<file path="src/rtl/reg_write_arbiter.sv">
// reg_write_arbiter: round-robin arbiter granting N requesters write access to one W-bit register.
// Optional REG_ARB_LOCK_EN adds a lock input that lets the last writer keep the next grant.
module reg_write_arbiter #(
  parameter int N = 4,
  parameter int W = 8
) (
  input  logic           clk,
  input  logic           reset_n,
  input  logic [N-1:0]   req,
  input  logic [N*W-1:0] wdata,
  output logic [N-1:0]   gnt,
  output logic           ack,
  output logic [W-1:0]   q,
  output logic           busy
`ifdef REG_ARB_LOCK_EN
  ,
  input  logic [N-1:0]   lock
`endif
);

  localparam int LW = (N > 1) ? $clog2(N) : 1;

  typedef enum logic [1:0] {
    IDLE  = 2'd0,
    GRANT = 2'd1,
    ACK   = 2'd2
  } state_t;

  state_t r_state;
  state_t w_next;

  logic [N-1:0]  r_gnt;
  logic [W-1:0]  r_q;
  logic [LW-1:0] r_last;
  logic [LW-1:0] r_win;

  logic          w_found;
  logic [LW-1:0] w_pick;
  logic [LW:0]   w_sum;
  logic [N-1:0]  w_onehot;
  logic [W-1:0]  w_slice;

`ifdef REG_ARB_LOCK_EN
  logic          r_locked;
  logic [LW-1:0] r_lock_own;
`endif

  // Round-robin search upward from last+1, wrapping; a held lock overrides.
  always_comb begin
    w_found = 1'b0;
    w_pick  = '0;
    w_sum   = '0;
    for (int k = 1; k <= N; k++) begin
      w_sum = {1'b0, r_last} + (LW+1)'(k);
      if (w_sum >= (LW+1)'(N)) begin
        w_sum = w_sum - (LW+1)'(N);
      end
      if (!w_found && req[w_sum[LW-1:0]]) begin
        w_found = 1'b1;
        w_pick  = w_sum[LW-1:0];
      end
    end
`ifdef REG_ARB_LOCK_EN
    if (r_locked && req[r_lock_own]) begin
      w_pick = r_lock_own;
    end
`endif
  end

  assign w_onehot = N'(1) << w_pick;

  // Select the winner's data slice for the GRANT->ACK capture.
  always_comb begin
    w_slice = '0;
    for (int i = 0; i < N; i++) begin
      if (r_win == LW'(i)) begin
        w_slice = wdata[i*W +: W];
      end
    end
  end

  // State register.
  always_ff @(posedge clk or negedge reset_n) begin
    if (!reset_n) begin
      r_state <= IDLE;
    end else begin
      r_state <= w_next;
    end
  end

  // Next-state logic: one write takes exactly three cycles.
  always_comb begin
    w_next = r_state;
    case (r_state)
      IDLE:    w_next = w_found ? GRANT : IDLE;
      GRANT:   w_next = ACK;
      ACK:     w_next = IDLE;
      default: w_next = IDLE;
    endcase
  end

  // Grant, winner, rotation pointer and shared register.
  always_ff @(posedge clk or negedge reset_n) begin
    if (!reset_n) begin
      r_gnt      <= '0;
      r_q        <= '0;
      r_last     <= LW'(N-1);
      r_win      <= '0;
`ifdef REG_ARB_LOCK_EN
      r_locked   <= 1'b0;
      r_lock_own <= '0;
`endif
    end else begin
      case (r_state)
        IDLE: begin
          if (w_found) begin
            r_gnt    <= w_onehot;
            r_win    <= w_pick;
`ifdef REG_ARB_LOCK_EN
            r_locked <= 1'b0;
`endif
          end
        end
        GRANT: begin
          r_q <= w_slice;
        end
        ACK: begin
          r_last     <= r_win;
          r_gnt      <= '0;
`ifdef REG_ARB_LOCK_EN
          r_locked   <= lock[r_win];
          r_lock_own <= r_win;
`endif
        end
        default: begin
          r_gnt <= '0;
        end
      endcase
    end
  end

  assign gnt  = r_gnt;
  assign q    = r_q;
  assign ack  = (r_state == ACK);
  assign busy = (r_state != IDLE);

endmodule
</file>
<file path="config.mk">
export PLATFORM = sky130hd
export DESIGN_NAME = reg_write_arbiter
export DESIGN_NICKNAME = d
export VERILOG_FILES = /design/src/rtl/reg_write_arbiter.sv
export SDC_FILE = /design/constraint.sdc
export NUM_CORES = 1
export LEC_CHECK = 0
export BUFFER_PORTS_ARGS = -buffer_cell sky130_fd_sc_hd__buf_4
export CAP_MARGIN = 5
export CORE_ASPECT_RATIO = 1.5
export CORE_MARGIN = 2
export CORE_UTILIZATION = 47
export DETAILED_ROUTE_END_ITERATION = 8
export PLACE_DENSITY_LB_ADDON = 0.25
export SLEW_MARGIN = 20
export SYNTH_ARGS = -nofsm -noshare
export SYNTH_HDL_FRONTEND = slang
export SYNTH_SLANG_ARGS = --single-unit
</file>
<file path="constraint.sdc">
create_clock -name clk -period 3.1 [get_ports clk]
set_input_delay 0.31 -clock clk [delete_from_list [all_inputs] [get_ports clk]]
set_output_delay 0.31 -clock clk [all_outputs]
set_load 0.005 [all_outputs]
</file>
==> out/metrics.cfg, run 1 <==
[logic_synthesis]
ys_seq_elements = 18
synthAdderAreaFrac_pct = 0
synth-xor-area-share_pct = 0
synth_mux_area_share_pct = 33.8
yosys.area.top_type = dfrtp_1
synth_area_um2 = 986
synth.top_cells.by_area = dfrtp_1 41%, mux4_2 18%, mux2_4 12%
synth_warnings = 0
syn-num-nets = 107
synth_cell_types = 27
synth-seq-area-share_pct = 45.9
synthSimpleGateAreaFrac_pct = 10.8
synth_top_family_by_area = multiplexers
synth_top_cell_area_share_pct = 40.6
syn_avg_cell_area_um2 = 14.3
synth_cells = 69
synth_compound_area_share_pct = 7.11

[cts]
clock_sinks = 18
cts_root_buf = clkbuf_4
path_clk_slew_ps = 100
cts_made_buffers = 3
clk_path_buf_depth = 2
cts_tree = yes
cts_htree_levels = 1
clk_latency_ps = 290
cts_resized = 0
post_cts_buffers = 0

[critical_path]
crit_path_end_kind = register
arrival_ps = 1890
required_ps = 3280
crit_fanout = 9
start_kind = register
critPathMaxStageDelay_ps = 820
rr_worst_depth = 2
crit_slowest_cell = nor2b_1
path_class = register to register
crit_chain = nor2b_1 -> mux2_4

[sta]
worstMarginPinSlew_ps = 1060
setup_viol = 0
rsz0062_at_grt = no
fin_setup_tns_ps = 0
fin_worst_skew_ps = 3.24
slew_headroom_pct = 29.3
slew_viol_final = 0
period_share_pct = 54.9
timing.hold.ws_ps = 417
hold_viol_final = 0
max_freq_ghz = 0.587
period_needed_ps = 1700

[cells_and_area]
final_nets = 161
instances_no_fill = 144
area_growth_syn_to_layout_pct = 44.3
layout-drive-gt1-share_pct = 64.8
fin_area_mm2 = 0.00142
final_cell_mix = 51 x buf_4, 16 x dfrtp_1, 8 x mux4_2, 8 x mux2_4, 4 x nor2_1
diodes = 0
final_common_cell = buf_4

[power_and_ir_drop]
powerDensity_mw_per_mm2 = 903
finalPower_mw = 1.28
ir_drop_mv = 0.536
leakage_nw = 0.688

[floorplanning]
start_util_pct = 49.3
die_y_um = 60.1
dieArea_mm2 = 0.00249
core_area_mm2 = 0.00200
rows = 20
io_pins = 52
die_w_um = 41.4

[status]
status = complete, no violations

[global_route]
antenna_found_initial = 0
track_usage_pct = 20.5
grt_pass1_vias = 826
grt_pass1_wl_mm = 3.39
grt_overflow = 0
grt_max_degree = 19

[min_path]
hold_class = input port to async pin

[route]
ant_nets = 0
drc = 0
wirelength_mm = 2.24
dr.pass1.iters = 2
wl_per_cell_um = 15.5
drtIter0Drc = 7
avgViaCountPerCell = 5.43
vias = 782

[placement]
portBuffers = 51
place_congestion = 0.715
dp_cells = 139
dpl.hpwl_mm = 1.79
place_area_mm2 = 0.00138

[job]
maxCapViolCount = 0

==> logic make-up (layout without fill, tap and decap cells) <==
| family | count (synthesis) | after routing |
|---|---|---|
| and+or+nand+nor | 19 | 19 |
| muxes | 19 | 19 |
| AOI/OAI and AO/OA | 9 | 9 |
| DFF | 18 | 18 |
| buffers and inverters | 4 | 57 |
==> power by group <==
group          internal, mW  switching, mW  total, mW
registers             0.363          0.126      0.489
clock network        0.0716         0.0723      0.144
logic                 0.435          0.217      0.651
==> worst paths after layout <==
path	from	to	slack, ps
min in group clk	wdata[6]	q[6]	450
hold reg to reg	gnt[1]	gnt[1]	500
hold / removal	reset_n	r_win[0]	420
max in group asynchronous	reset_n	r_last[0]	2430
setup reg to reg	r_state[1]	q[5]	1400
setup / recovery	r_state[1]	q[5]	1400
==> registers in the layout, summed over array words and instances (netlist names) <==
signal,cells
gnt,4
r_last,2
r_win,2
q,8
r_state,2
==> routing by layer <==
| layer | share of wire [%] | routed length [µm] | global-route usage (%) |
|---|---|---|---|
| met5 | 0 | 0 | 0 |
| met4 | 1.6 | 36 | 11.1 |
| met2 | 55 | 1240 | 37.3 |
| met1 | 34 | 769 | 20.3 |
| met3 | 8.5 | 190 | 3.35 |
==> synthesized netlist by cell type <==
cell	instances
dfrtp_1	16
mux2_4	8
mux4_2	8
nor2_1	4
a21oi_1	3
nor2b_1	3
a22o_1	2
dfstp_2	2
mux2_2	2
nand2_1	2
o2bb2ai_1	2
or2_1	2
a21o_1	1
and3b_1	1
buf_2	1
buf_6	1
clkbuf_1	1
inv_2	1
mux2i_1	1
nand2b_1	1
nor2_2	1
nor3_1	1
nor3b_1	1
nor4_1	1
o31ai_2	1
or2_2	1
or3_1	1
==> what timing repair did <==
item	4_1_cts	5_1_grt
setup endpoints to repair	0	0
hold buffers	1	0
endpoints found under the hold margin	16	0
==> area by class of cell <==
| cell class | instances | area (µm²) |
|---|---|---|
| Sequential cell | 18 | 453 |
| Clock buffer | 4 | 36.3 |
| Tap cell | 22 | 27.5 |
| Timing Repair Buffer | 52 | 393 |
| Fill cell | 144 | 579 |
| Multi-Input combinational cell | 47 | 509 |
| Inverter | 1 | 3.75 |
==> critical path: cells and delay by family, from the launching register on <==
| kind | cells | cell delay [ps] |
|---|---|---|
| DFF | 1 | 410 |
| muxes | 1 | 360 |
| and+or+nand+nor | 1 | 820 |
==> per-stage QoR <==
step	util (%)	worst slack [ps]
floorplan	-	1670
global placement	68.8	1420
detailed placement	68.8	1380
CTS	71.1	1360
global route	71.1	1340
finish	71.1	1400
No activity file was read; power rests on OpenSTA's default activity.
==> inputs of run 2 (changes only) <==
--- a/config.mk
+++ b/config.mk
@@ -5,6 +5,7 @@
 export SDC_FILE = /design/constraint.sdc
 export NUM_CORES = 1
 export LEC_CHECK = 0
+export ABC_AREA = 1
 export BUFFER_PORTS_ARGS = -buffer_cell sky130_fd_sc_hd__buf_4
 export CAP_MARGIN = 5
 export CORE_ASPECT_RATIO = 1.5
==> constraint.sdc (replaced) <==
create_clock -name clk -period 1.7 [get_ports clk]
set_input_delay 0.17 -clock clk [delete_from_list [all_inputs] [get_ports clk]]
set_output_delay 0.17 -clock clk [all_outputs]
set_load 0.005 [all_outputs]
==> out/metrics.cfg, run 2 <==
[status]
status = complete, no violations

[cts]
clock_sinks = 18  ; unchanged
path_clk_slew_ps = 100  ; about the same
cts_root_buf = clkbuf_4
clk_path_buf_depth = 2  ; unchanged
cts_tree = yes
cts_made_buffers = 3  ; unchanged
cts_htree_levels = 1  ; unchanged
clk_latency_ps = 290  ; about the same

[placement]
dpl.hpwl_mm = 2.57  ; +43%
place_area_mm2 = 0.00159  ; +16%
portBuffers = 51  ; unchanged
place_congestion = 0.850  ; +19%

[critical_path]
arrival_ps = 1790  ; -100 ps
reg2reg_to = gnt[0]
critPathCapture = gnt[0]
r2r-start = r_last[1]
required_ps = 1900  ; -1380 ps
critPathLaunch = r_last[1]
path_class = register to register
start_kind = register
crit_path_end_kind = register
rr_worst_depth = 10  ; +8
r2r_slack_ps = 100  ; -1290 ps
crit_fanout = 5  ; -4

[sta]
hold_viol_final = 0  ; unchanged
fin_worst_skew_ps = 8.47  ; +5.23 ps
rsz0062_at_grt = yes
fin_setup_tns_ps = 0  ; unchanged
period_share_pct = 94.0  ; +39 points
slew_viol_final = 0  ; unchanged
max_freq_ghz = 0.626  ; +6.6%
slew_headroom_pct = 64.3  ; +35 points
period_needed_ps = 1600  ; -106 ps
worstMarginPinSlew_ps = 534  ; -525 ps
setup_viol = 0  ; unchanged

[power_and_ir_drop]
leakage_nw = 0.918  ; +33%
powerDensity_mw_per_mm2 = 1780  ; +97%
ir_drop_mv = 0.833  ; +55%
finalPower_mw = 3.04  ; +140%

[cells_and_area]
fillerInstances = 212  ; +47%
area_growth_syn_to_layout_pct = 42.8
diodes = 0  ; unchanged
largest_reg_flops = 8  ; unchanged
final_util_pct = 70.5  ; -0.61 points
final_nets = 268  ; +66%
final_common_cell = nand2_1
final_cell_mix = 58 x nand2_1, 54 x buf_4, 18 x nand3_1, 16 x dfrtp_1, 15 x inv_1
layout-drive-gt1-share_pct = 37.6  ; -27 points
fin_area_mm2 = 0.00171  ; +20%

[global_route]
antenna_found_initial = 0  ; unchanged
grt_pass1_vias = 1340  ; +62%
grt_max_degree = 19  ; unchanged
track_usage_pct = 23.9  ; +3.3 points
grt_pass1_wl_mm = 5.22  ; +54%
grt_overflow = 0  ; unchanged

[logic_synthesis]
synth_cell_types = 21  ; -22%
synth.top_cells.by_area = dfrtp_1 34%, nand2_1 19%, nand3_1 8.0%
synth_warnings = 0  ; unchanged
synth_area_mm2 = 0.00119  ; +21%
synth-seq-area-share_pct = 37.9  ; -8.0 points
synth_top_cell_area_share_pct = 33.5  ; -7.1 points
yosys.area.top_type = dfrtp_1
ys_seq_elements = 18  ; unchanged
yosys.cell_count.top_type = nand2_1
async_reset_ff_share_pct = 100  ; unchanged
synthFlopType = dfrtp_1
synth_edf_count = 0  ; unchanged
synth_cells = 172  ; +150%
syn-num-nets = 210  ; +96%
synth_common_cells = 60 x nand2_1, 19 x nand3_1, 16 x dfrtp_1
syn_avg_cell_area_um2 = 6.95  ; -51%

[route]
wl_per_cell_um = 12.5  ; -19%
avgViaCountPerCell = 5.29  ; -2.5%
ant_nets = 0  ; unchanged
drc = 0  ; unchanged
dr.pass1.iters = 4  ; +2
vias = 1339  ; +71%
wirelength_mm = 3.17  ; +42%
drtIter0Drc = 28  ; +21

[floorplanning]
core_area_mm2 = 0.00242  ; +21%
io_pins = 52  ; unchanged
dieArea_mm2 = 0.00297  ; +19%
start_util_pct = 49.3  ; +0.078 points
die_w_um = 45.2  ; +9.1%
die_y_um = 65.8  ; +9.4%
rows = 22  ; +10%

[job]
maxCapViolCount = 0  ; unchanged

[min_path]
hold_class = input port to register

## run 2: changes by cell type after synthesis, moves of 4 or more
cell,before,now
nand2_2,0,10
mux4_2,8,0
nand3_1,0,19
o21ai_0,0,6
inv_1,0,15
nor2_1,4,14
nand2_1,2,60
a31oi_1,0,4
a221oi_1,0,8
mux2_4,8,0
## run 2: per-layer routing
layer / up-vias / GRT usage, % / share of wire (%)
li1: 679 / - / -
met1: 606 / 24.4 / 36
met2: 46 / 43.8 / 57
met3: 8 / 2.75 / 4.3
met4: 0 / 14.0 / 3.2
met5: - / 0 / 0
## run 2: logic make-up (layout without fill, tap and decap cells)
| kind of cell | after synthesis | in the layout | share of synthesized area, % |
|---|---|---|---|
| AO/OA/AOI/OAI | 21 | 21 | 11.7 |
| buffers and inverters | 22 | 79 | 7.96 |
| flip-flops | 18 | 18 | 37.9 |
| AND/OR/NAND/NOR | 111 | 111 | 42.4 |
## run 2: per-stage QoR
stage / cells / worst slack (ps) / hold WS (ps)
5_1_grt: 253 / -43.3 / 136
6_report: 253 / 102 / 137
3_5_place_dp: 245 / 81.1 / 47.2
4_1_cts: 250 / 69.4 / 134
3_3_place_gp: 245 / 121 / 41.9
2_1_floorplan: 172 / 212 / -126
## run 2: worst max-delay path, stage by stage, from the launching register on
cell and delay, ps:
dfstp_2 610, buf_4 130, nand2_1 40, nand2_1 100, nand2_1 90, nand2_2 110
nand3_2 100, nor2_4 130, nor2_4 50, nand3_1 80, nand2_1 50
## run 2: area by class of cell
type | instances | area [µm²] | area share, %
clock buffers | 4 | 36.3 | 2.13
inverters | 19 | 76.3 | 4.47
multi-input cells | 132 | 684 | 40.1
flip-flops and latches | 18 | 453 | 26.5
well taps | 24 | 30.0 | 1.76
repair buffers | 56 | 427 | 25.0
## run 2: worst min path at each step
stage | cells past startpoint | to | from
after detailed placement | 1 | q[3] | reset_n
final | 3 | q[1] | wdata[25]
after global placement | 1 | q[3] | reset_n
after global routing | 3 | q[2] | wdata[26]
after floorplan | 0 | gnt[0] | reset_n
after CTS | 3 | q[2] | wdata[26]
## run 2: timing repair
action / CTS / global route
hold endpoints to repair: 18 / 0
buffers inserted: 0 / 3
resized for setup: 0 / 12
hold buffers: 1 / 0
endpoints found under the setup margin: 0 / 4
## run 2: report_power, final
part / total, mW / switching, mW / internal, mW
combinational: 1.96 / 1.16 / 0.803
clock: 0.259 / 0.129 / 0.131
sequential: 0.817 / 0.175 / 0.642
total: 3.04 / 1.46 / 1.58
==> inputs of run 3 (changes only) <==
--- a/config.mk
+++ b/config.mk
@@ -8,12 +8,15 @@
 export ABC_AREA = 1
 export BUFFER_PORTS_ARGS = -buffer_cell sky130_fd_sc_hd__buf_4
 export CAP_MARGIN = 5
+export CELL_PAD_IN_SITES_DETAIL_PLACEMENT = 1
+export CELL_PAD_IN_SITES_GLOBAL_PLACEMENT = 2
 export CORE_ASPECT_RATIO = 1.5
 export CORE_MARGIN = 2
-export CORE_UTILIZATION = 47
+export CORE_UTILIZATION = 24
 export DETAILED_ROUTE_END_ITERATION = 8
+export GPL_TIMING_DRIVEN = 0
 export PLACE_DENSITY_LB_ADDON = 0.25
-export SLEW_MARGIN = 20
+export SLEW_MARGIN = 15
 export SYNTH_ARGS = -nofsm -noshare
 export SYNTH_HDL_FRONTEND = slang
 export SYNTH_SLANG_ARGS = --single-unit
==> out/metrics.cfg, run 3 (same netlist as run 2, synthesis figures left out) <==
[status]
status = complete, no violations

[cts]
cts_htree_levels = 1  ; unchanged
clk_path_buf_depth = 2  ; unchanged
cts_made_buffers = 3  ; unchanged
path_clk_slew_ps = 70  ; -30 ps
cts_tree = yes
clock_sinks = 18  ; unchanged
clk_latency_ps = 250  ; -40 ps
cts_root_buf = clkbuf_8

[floorplanning]
dieArea_mm2 = 0.00557  ; +88%
rows = 31  ; +41%
start_util_pct = 24.8  ; -24 points
io_pins = 52  ; unchanged
core_area_mm2 = 0.00481  ; +99%
die_y_um = 90.4  ; +38%
die_w_um = 61.6  ; +36%

[sta]
slew_viol_final = 0  ; unchanged
setup_viol = 0  ; unchanged
timing.hold.ws_ps = 185  ; +47.2 ps
period_share_pct = 95.8  ; +1.8 points
period_needed_ps = 1630  ; +31.4 ps
rsz0062_at_grt = yes
hold_viol_final = 0  ; unchanged
fin_worst_skew_ps = 9.43  ; +0.964 ps
slew_headroom_pct = 64.5  ; +0.24 points
worstMarginPinSlew_ps = 530  ; -3.65 ps
max_freq_ghz = 0.614  ; -1.9%

[route]
wirelength_mm = 3.71  ; +17%
wl_per_cell_um = 12.3  ; -1.4%
vias = 1356  ; +1.3%
drtIter0Drc = 33  ; +18%
avgViaCountPerCell = 4.50  ; -15%
drc = 0  ; unchanged
dr.pass1.iters = 2  ; -2
ant_nets = 0  ; unchanged

[cells_and_area]
layout-drive-gt1-share_pct = 43.0  ; +5.4 points
final_nets = 274  ; +2.2%
final_cell_mix = 56 x buf_4, 52 x nand2_1, 16 x nand3_1, 16 x dfrtp_1, 15 x inv_1
fillerInstances = 647  ; +210%
area_growth_syn_to_layout_pct = 59.8
final_common_cell = buf_4
final_util_pct = 39.7  ; -31 points
largest_reg_flops = 8  ; unchanged
diodes = 0  ; unchanged

[critical_path]
critical_path.top_delay_family = simple AND/OR/NAND/NOR gates
crit_slowest_cell = dfstp_2
critPathMaxStageDelay_ps = 570  ; -40 ps
crit_chain = inv_4 -> buf_8 -> nand2_4 -> nand2_4 -> nand2_4 -> nand2_4 -> nor2_4 -> nand3_4 -> nand2_8 -> inv_4 -> buf_4
path_class = register to register
crit_fanout = 5  ; unchanged
r2r_slack_ps = 70  ; -30 ps
arrival_ps = 1770  ; -20 ps
start_kind = register
rr_worst_depth = 11  ; +1
reg2reg_to = r_state[0]
cp_common_cell = nand2_4
critical_path_buf_inv_count = 4  ; +3
crit_path_end_kind = register
r2r-start = r_last[0]
required_ps = 1840  ; -60 ps

[power_and_ir_drop]
p_clk_share_pct = 8.4  ; about the same
combPwrFrac_pct = 69.5  ; +4.9 points
p_int_mw = 1.84  ; +17%
leakage_nw = 0.982  ; +6.9%
powerDensity_mw_per_mm2 = 1830  ; +2.9%
ir_drop_mv = 0.513  ; -38%
p_seq_share_pct = 22.0  ; -4.9 points
power_switching_mw = 1.66  ; +13%
switching_share_pct = 47.3  ; -0.79 points

[job]
maxCapViolCount = 0  ; unchanged

[placement]
dpl.hpwl_mm = 3.04  ; +19%
place_congestion = 0.783  ; -7.9%
portBuffers = 51  ; unchanged

[min_path]
holdCritStartpoint = wdata[25]
hold_class = input port to register
min_delay_worst_endpoint = q[1]
whs_path_depth = 3  ; unchanged

[global_route]
antenna_found_initial = 0  ; unchanged
grt_pass1_vias = 1445  ; +7.8%
grt_pass1_wl_mm = 6.25  ; +20%
track_usage_pct = 14.5  ; -9.3 points
grt_overflow = 0  ; unchanged
grt_max_degree = 19  ; unchanged

## run 3: area by class of cell
cell class | instances | area, µm² | area share, %
Tap cell | 66 | 82.6 | 4.33
Buffer | 3 | 31.3 | 1.64
Sequential cell | 18 | 453 | 23.7
Clock buffer | 4 | 45.0 | 2.36
Multi-Input combinational cell | 132 | 754 | 39.5
Inverter | 19 | 76.3 | 4.00
Timing Repair Buffer | 59 | 467 | 24.4
## run 3: worst min-delay path: cells and delay by family
family | cells | cell delay [ps]
AOI/OAI and AO/OA | 1 | 70
and+or+nand+nor | 1 | 50
buffers and inverters | 1 | 110
## run 3: per-layer routing
metal  wire, µm  track usage (%)  up-vias
met1       1310             15.2      632
met5          0                0        -
met4         36             4.79        0
met2       2240             28.0       34
li1           -                -      688
met3        130             1.15        2
## run 3: per-stage QoR
stage                     cells  setup slack (ps)  area, µm²  power (mW)  TNS [ps]
after global placement      289              54.8       1660        2.71         0
after floorplan             172               212       1190        2.07         0
final                       301              70.8       1910        3.50         0
after detailed placement    289              36.2       1660        2.73         0
after CTS                   294              28.1       1720        3.05         0
after global routing        301             -38.5       1910        3.87      -107
## run 3: power groups by stage
stage / logic (mW) / clock network [mW] / registers, mW
global route: 2.75 / 0.322 / 0.803
CTS: 1.96 / 0.310 / 0.777
detailed placement: 1.95 / 0 / 0.782
floorplan: 1.31 / 0 / 0.764
finish: 2.43 / 0.295 / 0.771
global placement: 1.94 / 0 / 0.772
## run 3: worst max-delay path by stage
stage	startpoint	end	slack, ps	depth (start not counted)
after CTS	r_last[0]	gnt[1]	30	9
final	r_last[0]	r_state[0]	70	11
after detailed placement	r_last[0]	gnt[0]	40	12
after global placement	r_last[0]	gnt[0]	50	10
after floorplan	r_last[0]	gnt[0]	210	12
after global routing	r_last[0]	gnt[1]	-40	10
## run 3: what timing repair did
item / 4_1_cts / 5_1_grt
buffers inserted: 0 / 6
endpoints found under the hold margin: 16 / 0
hold buffers: 1 / 0
gates resized for setup: 0 / 31
setup endpoints to repair: 0 / 6
